$ cat config.mk
export PLATFORM = sky130hd
export DESIGN_NAME = bus_terminal_fifo_flat
export DESIGN_NICKNAME = d
export VERILOG_FILES = /design/src/rtl/bus_terminal_fifo_pkg.sv /design/src/rtl/bus_terminal_fifo_if.sv /design/src/rtl/bus_terminal_fifo_sync_fifo_fwft.sv /design/src/rtl/bus_terminal_fifo.sv /design/src/flat_wrapper.sv
export SDC_FILE = /design/constraint.sdc
export NUM_CORES = 1
export LEC_CHECK = 0
export BUFFER_PORTS_ARGS = -buffer_cell sky130_fd_sc_hd__clkbuf_2
export CAP_MARGIN = 40
export CELL_PAD_IN_SITES_DETAIL_PLACEMENT = 1
export CELL_PAD_IN_SITES_GLOBAL_PLACEMENT = 2
export CORE_MARGIN = 2
export CORE_UTILIZATION = 34
export CTS_CLUSTER_SIZE = 16
export DETAILED_ROUTE_END_ITERATION = 16
export GPL_ROUTABILITY_DRIVEN = 1
export GPL_TIMING_DRIVEN = 1
export PLACE_DENSITY_LB_ADDON = 0.1
export SYNTH_ARGS = -nofsm -noshare
export SYNTH_HDL_FRONTEND = slang
export SYNTH_SLANG_ARGS = --single-unit
$ cat constraint.sdc
create_clock -name clk -period 3 [get_ports clk]
set_clock_uncertainty 0.1 [all_clocks]
set_input_delay 0.45 -clock clk [delete_from_list [all_inputs] [get_ports clk]]
set_output_delay 0.45 -clock clk [all_outputs]
set_load 0.02 [all_outputs]
$ cat src/rtl/bus_terminal_fifo_pkg.sv
// Shared constants, counter types and packet helpers for the bus terminal FIFO.
// Imported by the interface, the FIFO primitive and the top level.
package bus_term_pkg;

  localparam int ID_W      = 8;
  localparam int CNT_W     = 16;
  localparam int MAX_PKT_W = 64;

  localparam logic [ID_W-1:0] BCAST_ID_DEF = 8'hFF;

  typedef logic [CNT_W-1:0] cnt_t;

  typedef struct packed {
    cnt_t tx_drop;
    cnt_t rx_drop;
    cnt_t misroute;
  } evt_cnt_t;

  // Destination id sits in the top ID_W bits of a pkt_w-wide packet.
  function automatic logic [ID_W-1:0] get_id(input logic [MAX_PKT_W-1:0] pkt,
                                             input int unsigned pkt_w);
    logic [MAX_PKT_W-1:0] shifted;
    shifted = pkt >> (pkt_w - ID_W);
    return shifted[ID_W-1:0];
  endfunction

  function automatic cnt_t sat_inc(input cnt_t c);
    if (c == {CNT_W{1'b1}}) begin
      return c;
    end else begin
      return c + {{(CNT_W-1){1'b0}}, 1'b1};
    end
  endfunction

endpackage

$ cat src/rtl/bus_terminal_fifo_if.sv
// Agent/bus handshake bundle for one bus terminal.
// slave is the terminal's view, master is the driving environment's view.
interface bus_terminal_fifo_if #(
  parameter int PCKG_SZ = 16,
  parameter int DEPTH   = 8
);
  import bus_term_pkg::*;

  localparam int LVL_W = $clog2(DEPTH + 1);

  logic               wr_en;
  logic [PCKG_SZ-1:0] wr_data;
  logic               pndng;
  logic [PCKG_SZ-1:0] D_pop;
  logic               pop;
  logic               push;
  logic [PCKG_SZ-1:0] D_push;
  logic               rd_en;
  logic [PCKG_SZ-1:0] rd_data;
  logic               rd_valid;
  logic [LVL_W-1:0]   tx_level;
  logic [LVL_W-1:0]   rx_level;
  logic [CNT_W-1:0]   tx_drop_cnt;
  logic [CNT_W-1:0]   rx_drop_cnt;
  logic [CNT_W-1:0]   misroute_cnt;
  logic               pop_err;

  modport slave (
    input  wr_en, wr_data, pop, push, D_push, rd_en,
    output pndng, D_pop, rd_data, rd_valid, tx_level, rx_level,
           tx_drop_cnt, rx_drop_cnt, misroute_cnt, pop_err
  );

  modport master (
    output wr_en, wr_data, pop, push, D_push, rd_en,
    input  pndng, D_pop, rd_data, rd_valid, tx_level, rx_level,
           tx_drop_cnt, rx_drop_cnt, misroute_cnt, pop_err
  );

endinterface

$ cat src/rtl/bus_terminal_fifo_sync_fifo_fwft.sv
// Single-clock first-word-fall-through FIFO with arbitrary (non power-of-two) depth.
// A write into a full FIFO is accepted when a read retires the head on the same edge.
module sync_fifo_fwft #(
  parameter int WIDTH = 16,
  parameter int DEPTH = 8
) (
  input  logic                       clk,
  input  logic                       rst,
  input  logic                       i_wr,
  input  logic [WIDTH-1:0]           i_wdata,
  input  logic                       i_rd,
  output logic [WIDTH-1:0]           o_rdata,
  output logic                       o_valid,
  output logic [$clog2(DEPTH+1)-1:0] o_level,
  output logic                       o_wr_acc,
  output logic                       o_rd_err
);

  localparam int PW = (DEPTH > 1) ? $clog2(DEPTH) : 1;
  localparam int LW = $clog2(DEPTH + 1);
  localparam logic [LW-1:0] FULL_LVL = LW'(DEPTH);
  localparam logic [PW-1:0] LAST_PTR = PW'(DEPTH - 1);

  logic [WIDTH-1:0] r_mem [DEPTH];
  logic [PW-1:0]    r_wr_ptr;
  logic [PW-1:0]    r_rd_ptr;
  logic [LW-1:0]    r_count;
  logic             w_empty;
  logic             w_rd_do;
  logic             w_wr_do;

  function automatic logic [PW-1:0] ptr_nxt(input logic [PW-1:0] p);
    if (p == LAST_PTR) begin
      return '0;
    end else begin
      return p + PW'(1);
    end
  endfunction

  // Read only takes effect on a non-empty FIFO; a retiring read frees the slot for a full-cycle write.
  always_comb begin
    w_empty = (r_count == '0);
    w_rd_do = i_rd & ~w_empty;
    w_wr_do = i_wr & ((r_count != FULL_LVL) | w_rd_do);
  end

  // Pointer and occupancy state.
  always_ff @(posedge clk or posedge rst) begin
    if (rst) begin
      r_wr_ptr <= '0;
      r_rd_ptr <= '0;
      r_count  <= '0;
    end else begin
      if (w_wr_do) begin
        r_wr_ptr <= ptr_nxt(r_wr_ptr);
      end
      if (w_rd_do) begin
        r_rd_ptr <= ptr_nxt(r_rd_ptr);
      end
      case ({w_wr_do, w_rd_do})
        2'b10:   r_count <= r_count + LW'(1);
        2'b01:   r_count <= r_count - LW'(1);
        default: r_count <= r_count;
      endcase
    end
  end

  // Storage array; contents are don't-care until the count says otherwise.
  always_ff @(posedge clk) begin
    if (w_wr_do) begin
      r_mem[r_wr_ptr] <= i_wdata;
    end
  end

  // Fall-through head, forced to zero while empty so reset clears it at once.
  always_comb begin
    if (w_empty) begin
      o_rdata = '0;
    end else begin
      o_rdata = r_mem[r_rd_ptr];
    end
    o_valid  = ~w_empty;
    o_level  = r_count;
    o_wr_acc = w_wr_do;
    o_rd_err = i_rd & w_empty;
  end

endmodule

$ cat src/rtl/bus_terminal_fifo.sv
// Bus terminal: TX FIFO from agent to bus, RX FIFO from bus to agent,
// plus saturating drop/misroute counters and a sticky pop-on-empty flag.
module bus_terminal_fifo
  import bus_term_pkg::*;
#(
  parameter int              DRVRS    = 4,
  parameter int              PCKG_SZ  = 16,
  parameter int              DEPTH    = 8,
  parameter int              TERM_ID  = 0,
  parameter logic [ID_W-1:0] BCAST_ID = BCAST_ID_DEF
) (
  input  logic                clk,
  input  logic                rst,
  bus_terminal_fifo_if.slave  bus
);

  localparam logic [ID_W-1:0] MY_ID = ID_W'(TERM_ID);

  logic            w_tx_acc;
  logic            w_tx_rd_err;
  logic            w_rx_acc;
  logic            w_rx_rd_err;
  logic [ID_W-1:0] w_push_id;
  logic            w_misroute;
  logic            w_tx_drop;
  logic            w_rx_drop;
  evt_cnt_t        r_cnt;
  logic            r_pop_err;

  sync_fifo_fwft #(
    .WIDTH (PCKG_SZ),
    .DEPTH (DEPTH)
  ) u_tx_fifo (
    .clk      (clk),
    .rst      (rst),
    .i_wr     (bus.wr_en),
    .i_wdata  (bus.wr_data),
    .i_rd     (bus.pop),
    .o_rdata  (bus.D_pop),
    .o_valid  (bus.pndng),
    .o_level  (bus.tx_level),
    .o_wr_acc (w_tx_acc),
    .o_rd_err (w_tx_rd_err)
  );

  sync_fifo_fwft #(
    .WIDTH (PCKG_SZ),
    .DEPTH (DEPTH)
  ) u_rx_fifo (
    .clk      (clk),
    .rst      (rst),
    .i_wr     (bus.push),
    .i_wdata  (bus.D_push),
    .i_rd     (bus.rd_en),
    .o_rdata  (bus.rd_data),
    .o_valid  (bus.rd_valid),
    .o_level  (bus.rx_level),
    .o_wr_acc (w_rx_acc),
    .o_rd_err (w_rx_rd_err)
  );

  // Misroute is judged on every push, whether or not the RX FIFO had room.
  always_comb begin
    w_push_id  = get_id(MAX_PKT_W'(bus.D_push), PCKG_SZ);
    w_misroute = bus.push & (w_push_id != MY_ID) & (w_push_id != BCAST_ID);
    w_tx_drop  = bus.wr_en & ~w_tx_acc;
    w_rx_drop  = bus.push & ~w_rx_acc;
  end

  // Event counters and sticky pop error.
  always_ff @(posedge clk or posedge rst) begin
    if (rst) begin
      r_cnt     <= '0;
      r_pop_err <= 1'b0;
    end else begin
      if (w_tx_drop) begin
        r_cnt.tx_drop <= sat_inc(r_cnt.tx_drop);
      end
      if (w_rx_drop) begin
        r_cnt.rx_drop <= sat_inc(r_cnt.rx_drop);
      end
      if (w_misroute) begin
        r_cnt.misroute <= sat_inc(r_cnt.misroute);
      end
      if (w_tx_rd_err) begin
        r_pop_err <= 1'b1;
      end
    end
  end

  assign bus.tx_drop_cnt  = r_cnt.tx_drop;
  assign bus.rx_drop_cnt  = r_cnt.rx_drop;
  assign bus.misroute_cnt = r_cnt.misroute;
  assign bus.pop_err      = r_pop_err;

endmodule

$ cat src/flat_wrapper.sv
// flat-port wrapper written by rule: the top's interface ports become plain ports
module bus_terminal_fifo_flat import bus_term_pkg::*;
#(
  parameter int              DRVRS    = 4,
  parameter int              PCKG_SZ  = 16,
  parameter int              DEPTH    = 8,
  parameter int              TERM_ID  = 0,
  parameter logic [ID_W-1:0] BCAST_ID = BCAST_ID_DEF
)
  (clk, rst, bus_wr_en, bus_wr_data, bus_pop, bus_push, bus_D_push, bus_rd_en, bus_pndng, bus_D_pop, bus_rd_data, bus_rd_valid, bus_tx_level, bus_rx_level, bus_tx_drop_cnt, bus_rx_drop_cnt, bus_misroute_cnt, bus_pop_err);
  bus_terminal_fifo_if #(.PCKG_SZ(PCKG_SZ), .DEPTH(DEPTH)) bus_i ();
  input  logic clk;
  input  logic rst;
  input wire logic [$bits(bus_i.wr_en)-1:0] bus_wr_en;
  input wire logic [$bits(bus_i.wr_data)-1:0] bus_wr_data;
  input wire logic [$bits(bus_i.pop)-1:0] bus_pop;
  input wire logic [$bits(bus_i.push)-1:0] bus_push;
  input wire logic [$bits(bus_i.D_push)-1:0] bus_D_push;
  input wire logic [$bits(bus_i.rd_en)-1:0] bus_rd_en;
  output wire logic [$bits(bus_i.pndng)-1:0] bus_pndng;
  output wire logic [$bits(bus_i.D_pop)-1:0] bus_D_pop;
  output wire logic [$bits(bus_i.rd_data)-1:0] bus_rd_data;
  output wire logic [$bits(bus_i.rd_valid)-1:0] bus_rd_valid;
  output wire logic [$bits(bus_i.tx_level)-1:0] bus_tx_level;
  output wire logic [$bits(bus_i.rx_level)-1:0] bus_rx_level;
  output wire logic [$bits(bus_i.tx_drop_cnt)-1:0] bus_tx_drop_cnt;
  output wire logic [$bits(bus_i.rx_drop_cnt)-1:0] bus_rx_drop_cnt;
  output wire logic [$bits(bus_i.misroute_cnt)-1:0] bus_misroute_cnt;
  output wire logic [$bits(bus_i.pop_err)-1:0] bus_pop_err;
  assign bus_i.wr_en = bus_wr_en;
  assign bus_i.wr_data = bus_wr_data;
  assign bus_i.pop = bus_pop;
  assign bus_i.push = bus_push;
  assign bus_i.D_push = bus_D_push;
  assign bus_i.rd_en = bus_rd_en;
  assign bus_pndng = bus_i.pndng;
  assign bus_D_pop = bus_i.D_pop;
  assign bus_rd_data = bus_i.rd_data;
  assign bus_rd_valid = bus_i.rd_valid;
  assign bus_tx_level = bus_i.tx_level;
  assign bus_rx_level = bus_i.rx_level;
  assign bus_tx_drop_cnt = bus_i.tx_drop_cnt;
  assign bus_rx_drop_cnt = bus_i.rx_drop_cnt;
  assign bus_misroute_cnt = bus_i.misroute_cnt;
  assign bus_pop_err = bus_i.pop_err;
  bus_terminal_fifo #(.DRVRS(DRVRS), .PCKG_SZ(PCKG_SZ), .DEPTH(DEPTH), .TERM_ID(TERM_ID), .BCAST_ID(BCAST_ID)) u_core (.clk(clk), .rst(rst), .bus(bus_i));
endmodule
==> metrics.md <==
| Metric | Value |
|---|---|
| Master of the slowest instance on the critical path | `mux4_2` |
| Comb power frac | `0.317` |
| Sw Ratio | `0.330` |
| Worst Setup End Kind | `primary output` |
| Ys Warns | `0` |
| Drt first-iter violations | `about 380` |
| Initial cell density of the core | `0.344` |
| Net load switching power | `5190 uW` |
| DRC Markers | `0` |
| Outcome | `complete, no violations` |
| # clock sinks | `325` |
| Vias per cell | `4.90` |
| Clk buf depth | `3` |
| Total congestion overflow | `0` |
| Mean Syn Cell Area | `approximately 18 um2` |
| Tmin final | `between 2 and 3 ns` |
| Final hold vios | `0` |
| IO Pins | `roughly 130` |
| Clk_lat worst skew | `0.52 ns` |
| Critical Path Max Stage Delay | `around 0.55 ns` |
| Mapped Area | `approximately 13000 um2` |
| Clk slew on worst S/H paths | `~0.06 ns` |
| Post-DP Area | `around 15000 um2` |
| Pwr per Cell Area | `roughly 980 nW/um2` |
| Finish-stage setup viols | `0` |
| Area Growth Syn to Fin | `21.5%` |
| Gpl congestion | `about 0.74` |
| Vias in the first global route | `approximately 8100` |
| Post-synthesis sequential area ratio | `0.709` |
| Clock network power share | `0.292` |
| Initial antenna violation count | `1` |
| CP Data Arrival Time | `~2.2 ns` |
| Post-synth top flop | `edfxtp_1` |
| Post-route ant nets | `0` |
| Worst EP required | `about 2.5 ns` |
| Share of cells above drive strength 1 | `0.332` |
| First-pass GRT wire length | `~50 mm` |
| Max Transition Viols Final | `0` |
| Initial DRT Pass Iterations | `4` |
| Worst Tran Pin Value | `just over 0.6 ns` |
| Hold WS | `approximately 0.1 ns` |
| Cell Chain, Critical Path | `buf_12, mux4_2, mux2i_1, nor2_1, clkbuf_2` |
| Slew HR | `0.589` |
| Leakage | `0.00602 uW` |
| VDD IR max | `approximately 0.74 mV` |
| Commonest non-fill, non-tap cell in the layout | `edfxtp_1` |
| Fin cells | `between 1000 and 1500` |
| RSZ-0062 raised after global routing | `no` |
| Max Fclk | `between 0.3 and 0.4 GHz` |
| Worst min path class | `in2reg` |
| Largest net degree at the start of global routing | `between 40 and 50` |
| Post-layout util | `0.418` |
| # nets final | `between 900 and 1000` |
| Drt wl/cell | `~21 um` |
| Most frequent cells in the layout | `edfxtp_1 (256), clkbuf_2 (128), dfrtp_1 (67), mux4_2 (64), nor2_1 (46)` |
| Synth async-reset ratio | `0.212` |
| Syn Inst Count | `around 750` |
| Syn_nets | `between 800 and 900` |
| CTS tree | `yes` |
| CP max FO | `35` |
| Root Buffer | `clkbuf_16` |
| Die height | `202 um` |
| Cells after DPL | `1398` |
| Fin Setup TNS | `0 ns` |
| Antenna Cells | `0` |
| TritonCTS buffer count | `38` |
| Port buffer count | `128` |
| Critical Path Start Type | `flip-flop` |
| Post-synth cell types | `45` |
| GR Util All Layers | `0.155` |
| DIE WIDTH | `202 um` |
| Post-synth EDFFs | `roughly 260` |
| Routed vias | `around 7200` |
| CP Class | `reg2out` |
| Die ar. | `roughly 40000 um2` |
| Design area | `16100 um2` |
| CORE AREA | `between 30000 and 40000 um2` |
| MaxCap Viol Count | `0` |
| Yosys reg bits | `325` |
| Internal power | `10500 uW` |
| Routed WL | `between 30 and 40 mm` |
| H-tree depth | `2` |
| Cell row count | `72` |
| Sequential power share | `0.391` |
| Hpwl dp | `~19 mm` |
| Fin crit share | `0.925` |
==> layout make-up <==
class | count | area [um2]
Fill cell | 3870 | 22400
Sequential cell | 325 | 9420
Multi-Input combinational cell | 380 | 3780
Clock buffer | 45 | 998
Timing Repair Buffer | 167 | 973
Tap cell | 518 | 648
Clock inverter | 24 | 251
Inverter | 14 | 52.6
==> cells in the mapped netlist, types with 2 or more instances <==
library cell,number,share of area
mux2i_1,36,0.027
xor2_1,21,0.014
a21o_1,8,0.0045
ha_1,15,0.014
xnor2_1,24,0.016
edfxtp_1,256,0.58
and3_1,3,0.0014
nor4_1,11,0.0052
mux4_2,64,0.11
nand2b_1,9,0.0042
nand2_1,31,0.0088
nor3_2,2,0.0015
inv_1,13,0.0037
mux2_2,13,0.011
clkbuf_1,19,0.0054
nand4_1,22,0.010
buf_2,7,0.0026
fa_1,2,0.0030
buf_1,2,0.00057
and4_1,8,0.0053
nor3_1,22,0.0083
nand3_1,13,0.0049
dfrtp_1,69,0.13
a21oi_1,4,0.0015
a31oi_1,2,0.00094
nor2_1,46,0.013
or2_2,4,0.0019
o21ai_0,3,0.0011
nor3b_1,2,0.0011
==> kinds of logic (layout without fill, tap and decap cells) <==
group	after synthesis	in the layout	share of synthesized area
flip-flops	325	325	0.709
AND/OR/NAND/NOR	180	180	0.0716
multiplexers	113	113	0.147
XOR/XNOR	45	45	0.0297
buffers and inverters	42	250	0.0125
AO/OA/AOI/OAI	25	25	0.0128
adder cells (fa/ha/maj)	17	17	0.0172
==> worst paths after layout <==
path	cells after the start	endpoint	slack, ns	startpoint
max reg2reg	11	u_core.u_rx_fifo.o_level[3]	0.38	u_core.u_rx_fifo.o_level[0]
max	5	bus_D_pop[3]	0.22	u_core.u_tx_fifo.r_rd_ptr[0]
min in group asynchronous	3	u_core.bus.rx_drop_cnt[9]	0.45	rst
min	2	u_core.bus.pop_err	0.1	bus_pop
min reg2reg	1	u_core.bus.pop_err	0.39	u_core.bus.pop_err
max in group asynchronous	4	u_core.u_tx_fifo.r_rd_ptr[0]	1.68	rst
==> power groups by stage <==
stage | Sequential, uW | Clock (uW) | Combinational, uW
4_1_cts | 6190 | 4750 | 5080
3_5_place_dp | 6280 | 0 | 5060
5_1_grt | 6250 | 4930 | 5490
6_report | 6150 | 4590 | 5000
2_1_floorplan | 6240 | 0 | 3200
3_3_place_gp | 6210 | 0 | 4950
==> flip-flops by register name, indices dropped and copies added (netlist names) <==
name	cells
u_core.u_rx_fifo.r_rd_ptr	3
u_core.u_tx_fifo.o_level	4
u_core.u_tx_fifo.r_wr_ptr	3
u_core.u_tx_fifo.r_mem	128
u_core.u_rx_fifo.r_mem	128
u_core.bus.pop_err	1
u_core.u_tx_fifo.r_rd_ptr	3
u_core.u_rx_fifo.o_level	4
u_core.bus.tx_drop_cnt	16
u_core.u_rx_fifo.r_wr_ptr	3
u_core.bus.rx_drop_cnt	16
u_core.bus.misroute_cnt	16
==> critical path, delay by kind of cell, from the launching register on <==
| kind | cells | cell delay (ns) |
|---|---|---|
| muxes | 2 | 0.75 |
| DFF | 1 | 0.37 |
| buffers and inverters | 2 | 0.44 |
| and+or+nand+nor | 1 | 0.11 |
==> stage by stage <==
step	power (uW)	setup slack, ns
6_report	15700	0.225
5_1_grt	16700	0.0542
4_1_cts	16000	0.0195
3_5_place_dp	11300	0.383
3_3_place_gp	11200	0.353
2_1_floorplan	9450	0.214
==> layer usage <==
| metal | share of wire | up-vias | GRT usage |
|---|---|---|---|
| met5 | 0.00042 | - | 0 |
| met1 | 0.43 | 3760 | 0.198 |
| li1 | - | 3292 | - |
| met4 | 0.018 | 2 | 0.0415 |
| met3 | 0.036 | 45 | 0.0275 |
| met2 | 0.52 | 114 | 0.271 |
==> what timing repair did <==
item                                    in CTS  in global routing
pin swaps                                    0                  0
gates resized for setup                      1                  0
endpoints found under the setup margin      10                  4
hold endpoints to repair                    26                  0
hold buffers                                 1                  0
setup buffers                                0                  5
Note: power is estimated with default switching activity, not from simulation.
